[src/rtl/obi_ahb3lite_bridge.sv]
// Bridge from the core-side req/gnt/rvalid bus to a single AHB3-lite slave.
// Allows one outstanding transfer and translates byte enables to HSIZE/HADDR[1:0].
module obi_ahb3lite_bridge #(
  parameter int         AW        = 32,
  parameter int         DW        = 32,
  parameter logic [3:0] HPROT_VAL = 4'b0011
) (
  input  logic          Clk,
  input  logic          Rst,
  input  logic          req_i,
  input  logic          we_i,
  input  logic [3:0]    be_i,
  input  logic [AW-1:0] addr_i,
  input  logic [DW-1:0] wdata_i,
  output logic          gnt_o,
  output logic          rvalid_o,
  output logic [DW-1:0] rdata_o,
  output logic          err_o,
  output logic          HSEL,
  output logic [AW-1:0] HADDR,
  output logic          HWRITE,
  output logic [2:0]    HSIZE,
  output logic [2:0]    HBURST,
  output logic [3:0]    HPROT,
  output logic [1:0]    HTRANS,
  output logic          HMASTLOCK,
  output logic [DW-1:0] HWDATA,
  input  logic [DW-1:0] HRDATA,
  input  logic          HREADY,
  input  logic          HRESP
);

  localparam logic [1:0] TRANS_IDLE   = 2'b00;
  localparam logic [1:0] TRANS_NONSEQ = 2'b10;

  typedef enum logic [1:0] {
    IDLE,
    DATA,
    BADBE
  } state_t;

  state_t     state;
  state_t     state_next;
  logic       be_legal;
  logic [2:0] be_size;
  logic [1:0] be_offset;
  logic       data_write;

  assign HBURST    = 3'b000;
  assign HPROT     = HPROT_VAL;
  assign HMASTLOCK = 1'b0;

  // Decode the byte-enable pattern into an AHB size and low address bits.
  always_comb begin
    be_legal  = 1'b1;
    be_size   = 3'b000;
    be_offset = 2'b00;
    case (be_i)
      4'b1111: be_size = 3'b010;
      4'b0011: be_size = 3'b001;
      4'b1100: begin be_size = 3'b001; be_offset = 2'b10; end
      4'b0001: be_offset = 2'b00;
      4'b0010: be_offset = 2'b01;
      4'b0100: be_offset = 2'b10;
      4'b1000: be_offset = 2'b11;
      default: be_legal = 1'b0;
    endcase
  end

  // Next-state logic and the combinational grant / AHB address phase; all quiet during reset.
  always_comb begin
    state_next = state;
    gnt_o      = 1'b0;
    HSEL       = 1'b0;
    HTRANS     = TRANS_IDLE;
    HWRITE     = 1'b0;
    HADDR      = '0;
    HSIZE      = 3'b000;
    if (!Rst) begin
      case (state)
        IDLE: begin
          if (req_i) begin
            if (!be_legal) begin
              gnt_o      = 1'b1;
              state_next = BADBE;
            end else if (HREADY) begin
              gnt_o      = 1'b1;
              HSEL       = 1'b1;
              HTRANS     = TRANS_NONSEQ;
              HWRITE     = we_i;
              HADDR      = {addr_i[AW-1:2], be_offset};
              HSIZE      = be_size;
              state_next = DATA;
            end
          end
        end
        DATA: begin
          if (HREADY) state_next = IDLE;
        end
        BADBE: state_next = IDLE;
        default: state_next = IDLE;
      endcase
    end
  end

  // State register.
  always_ff @(posedge Clk or posedge Rst) begin
    if (Rst) state <= IDLE;
    else     state <= state_next;
  end

  // Write data capture and the registered response strobe, data and error.
  always_ff @(posedge Clk or posedge Rst) begin
    if (Rst) begin
      HWDATA     <= '0;
      data_write <= 1'b0;
      rvalid_o   <= 1'b0;
      err_o      <= 1'b0;
      rdata_o    <= '0;
    end else begin
      rvalid_o <= 1'b0;
      if (state == IDLE && gnt_o) begin
        if (be_legal) begin
          HWDATA     <= wdata_i;
          data_write <= we_i;
        end else begin
          rvalid_o <= 1'b1;
          err_o    <= 1'b1;
          rdata_o  <= '0;
        end
      end
      if (state == DATA && HREADY) begin
        rvalid_o <= 1'b1;
        err_o    <= HRESP;
        rdata_o  <= data_write ? '0 : HRDATA;
      end
    end
  end

endmodule
[config.mk]
export PLATFORM = sky130hd
export DESIGN_NAME = obi_ahb3lite_bridge
export DESIGN_NICKNAME = d
export VERILOG_FILES = /design/src/rtl/obi_ahb3lite_bridge.sv
export SDC_FILE = /design/constraint.sdc
export NUM_CORES = 1
export LEC_CHECK = 0
export ABC_AREA = 1
export ABC_CLOCK_PERIOD_IN_PS = 3600
export CAP_MARGIN = 20
export CORE_ASPECT_RATIO = 1.2
export CORE_UTILIZATION = 25
export DETAILED_ROUTE_END_ITERATION = 16
export PLACE_DENSITY = 0.64
export SLEW_MARGIN = 20
export SYNTH_ARGS = -nofsm -noshare
export SYNTH_HDL_FRONTEND = slang
export SYNTH_SLANG_ARGS = --single-unit
[constraint.sdc]
create_clock -name Clk -period 3.6 [get_ports Clk]
set_clock_uncertainty 0.1 [all_clocks]
set_input_delay 0.36 -clock Clk [delete_from_list [all_inputs] [get_ports Clk]]
set_output_delay 0.36 -clock Clk [all_outputs]
set_load 0.02 [all_outputs]
==> out/metrics.cfg <==
[critical_path]
cp-startpoint=be_i[1]
end_kind=output pin
worstPathCellList=clkdlybuf4s50_1 -> nor2_2 -> nand3_2 -> nand3_1 -> nand2_2 -> buf_4 -> nor2_1 -> clkdlybuf4s50_1
cp_max_fo=16
start_kind=input port
reg2reg_from=state[1]
worst_path_largest_cell_delay_ps=610
slowest_stage=clkdlybuf4s50_1
crit_arrival_ps=2460
reg2reg_depth=8
crit_top_cell=clkdlybuf4s50_1
worstPathRequired_ps=3140
crit_family=buffers and inverters
crit_cells=8
r2r-end=HWDATA[6]
reg2reg_slack_ps=1620
critPathKind=input port to output pin
path_buf_inv=3

[grt]
grtUsageMet2_pct=25.8
grt_pass1_vias=3253
grt.busiest_layer=met2
track_usage_pct=14.8
grt_start_max_net_pins=71
antenna_found_initial=0
grt_pass1_wl_mm=15.7
overflow=0
use_met1_pct=16.1
grtUsageMet3_pct=4.93

[synth]
synth_top_area_share_pct=53.2
synth-edff-count=0
synthTopCellsByCount=nand2_1, dfrtp_1, inv_1
yosys.area.top_type=dfrtp_1
avgSynthCellArea_um2=7.73
yosysMostFrequentCell=nand2_1
synthFlopType=dfrtp_1
synth_cell_types=20
ys_top_cells_by_area=dfrtp_1, nand2_1, nand3_1, inv_1, nor2_1
yosysWarnings=0
syn_area_um2=3250
yosysSeqAreaShare_pct=53.2
synth_seq_cells=69
async_reset_ff_share_pct=100
syn_inst=420

[hold_path]
min_from=HWDATA[29]
min_path_cells=2
hp-class=register to register
holdPathEnd=HWDATA[29]

[clock_network]
cts_tree=done
clockBufferDepth=2
cts_root_buf=clkbuf_16
ctsHoldBuffers=0
clkTransAtPathRegs_ps=50
cts_num_sinks=69
cts_resized=0
htreeDepth=3
post_cts_buffers=0
numCtsBuffers=9
clk_latency_ps=320

[detailed_routing]
drcViolationCount=0
firstDrtPassIters=4
vias=3338
first_iter_violations=136
avgViaCountPerCell=4.22
totalWireLength_mm=9.75
antenna_violating_nets_post_route=0
drt-wirelength-per-cell_um=12.3

[floorplanning]
start_util_pct=25.6
die-area_um2=13400
io_pins=220
core_um2=12700
die_x_um=106
std_cell_rows=45
die_y_um=127

[timing]
fin_tns_setup_ps=0
hold_viol=0
slew_violations=0
fin_crit_ps=2920
rsz0062_at_grt=false
clock.fmax_mhz=342
tightest_slew_ps=910
finalCritPeriodShare_pct=81.2
setup_viol=0
relSlewSlack_pct=39.3

[final_layout]
syn_to_final_growth_pct=76.7
drive_gt1_share_pct=5.26
n_antenna_cell=0
fill_cells=1262
post-route-util_pct=45.3
nNetsFinal=728

[status]
run_status=complete, no violations

[power_and_ir_drop]
net-switching-power_uw=1130
leakage_uw=0.00286
intPower_uw=2380
p_sw_share_pct=32.3
comb_power_share_pct=37.0
power_frac_seq_pct=33.1
power_frac_clock_pct=29.9
p_per_area_nw_per_um2=612
peakVddDrop_mv=0.343

[flow_run]
cap_violations=0

[placement]
port_buffers=207
place_hpwl_mm=7.15
place.gp.congestion=0.777

[tightest hold or removal path, delay by kind of cell, from the launching register on]
family	cells	cell delay (ps)
flip-flops	1	340
AND/OR/NAND/NOR	2	100
[layout by cell type (no fill, tap or decap)]
master	n
nor2_2	3
nand2_2	1
or2_2	1
nand3_4	1
clkbuf_8	2
dfrtp_1	69
clkbuf_16	9
inv_2	4
clkdlybuf4s50_1	207
inv_1	42
nand3_2	1
o21ai_0	5
nand4_1	2
clkinv_4	1
a21oi_1	1
nor3_1	1
conb_1	10
nand2_1	179
buf_4	6
nor2_1	41
clkinvlp_4	1
bufinv_16	3
nand3_1	37
[how the worst max path moves through the flow]
stage,end,slack (ps)
floorplan,HADDR[22],160
global placement,HADDR[22],690
detailed placement,HADDR[22],640
CTS,HADDR[22],630
global route,HADDR[25],510
finish,HADDR[14],680
[sequential cells by signal, summed over array words and instances, names as in the netlist]
signal / cells
rdata_o: 32
state: 2
err_o: 1
data_write: 1
rvalid_o: 1
HWDATA: 32
[cell type report]
cell class / count / area [µm²] / share of cell area (%)
repair buffers: 213 / 2120 / 36.9
flip-flops and latches: 69 / 1730 / 30.1
multi-input cells: 283 / 1150 / 20.1
clock buffers: 11 / 253 / 4.41
well taps: 164 / 205 / 3.58
inverters: 46 / 173 / 3.01
clock inverters: 5 / 106 / 1.85
[cell families (layout without fill, tap and decap cells)]
group                  after synthesis  in the layout  synth area share (%)
AOI/OAI and AO/OA                    6              6                 0.925
buffers and inverters               76            275                  12.2
DFF                                 69             69                  53.2
other                                2             10                 0.231
and+or+nand+nor                    267            267                  33.4
[power by group through the flow]
stage | Combinational (µW) | Clock [µW] | Sequential, µW
2_1_floorplan | 310 | 0 | 1460
6_report | 1300 | 1050 | 1160
4_1_cts | 1320 | 1080 | 1160
3_5_place_dp | 1310 | 0 | 1170
5_1_grt | 1390 | 1110 | 1190
3_3_place_gp | 1300 | 0 | 1160
[per-layer routing]
| metal | routed length [µm] | part of all wire (%) |
|---|---|---|
| met3 | 788 | 8.1 |
| met4 | 272 | 2.8 |
| met1 | 3700 | 38 |
| met5 | 0 | 0 |
| met2 | 4990 | 51 |
[per-stage QoR]
stage               std cells  hold WS (ps)  area (µm²)  setup WS, ps  power, µW
finish                    791           376        5740           678       3510
global route              791           399        5740           510       3700
CTS                       791           383        5740           632       3570
detailed placement        775           366        5380           637       2480
global placement          775           361        5380           691       2460
floorplan                 428           354        3280           165       1770
Note: power is estimated with default switching activity, not from simulation.
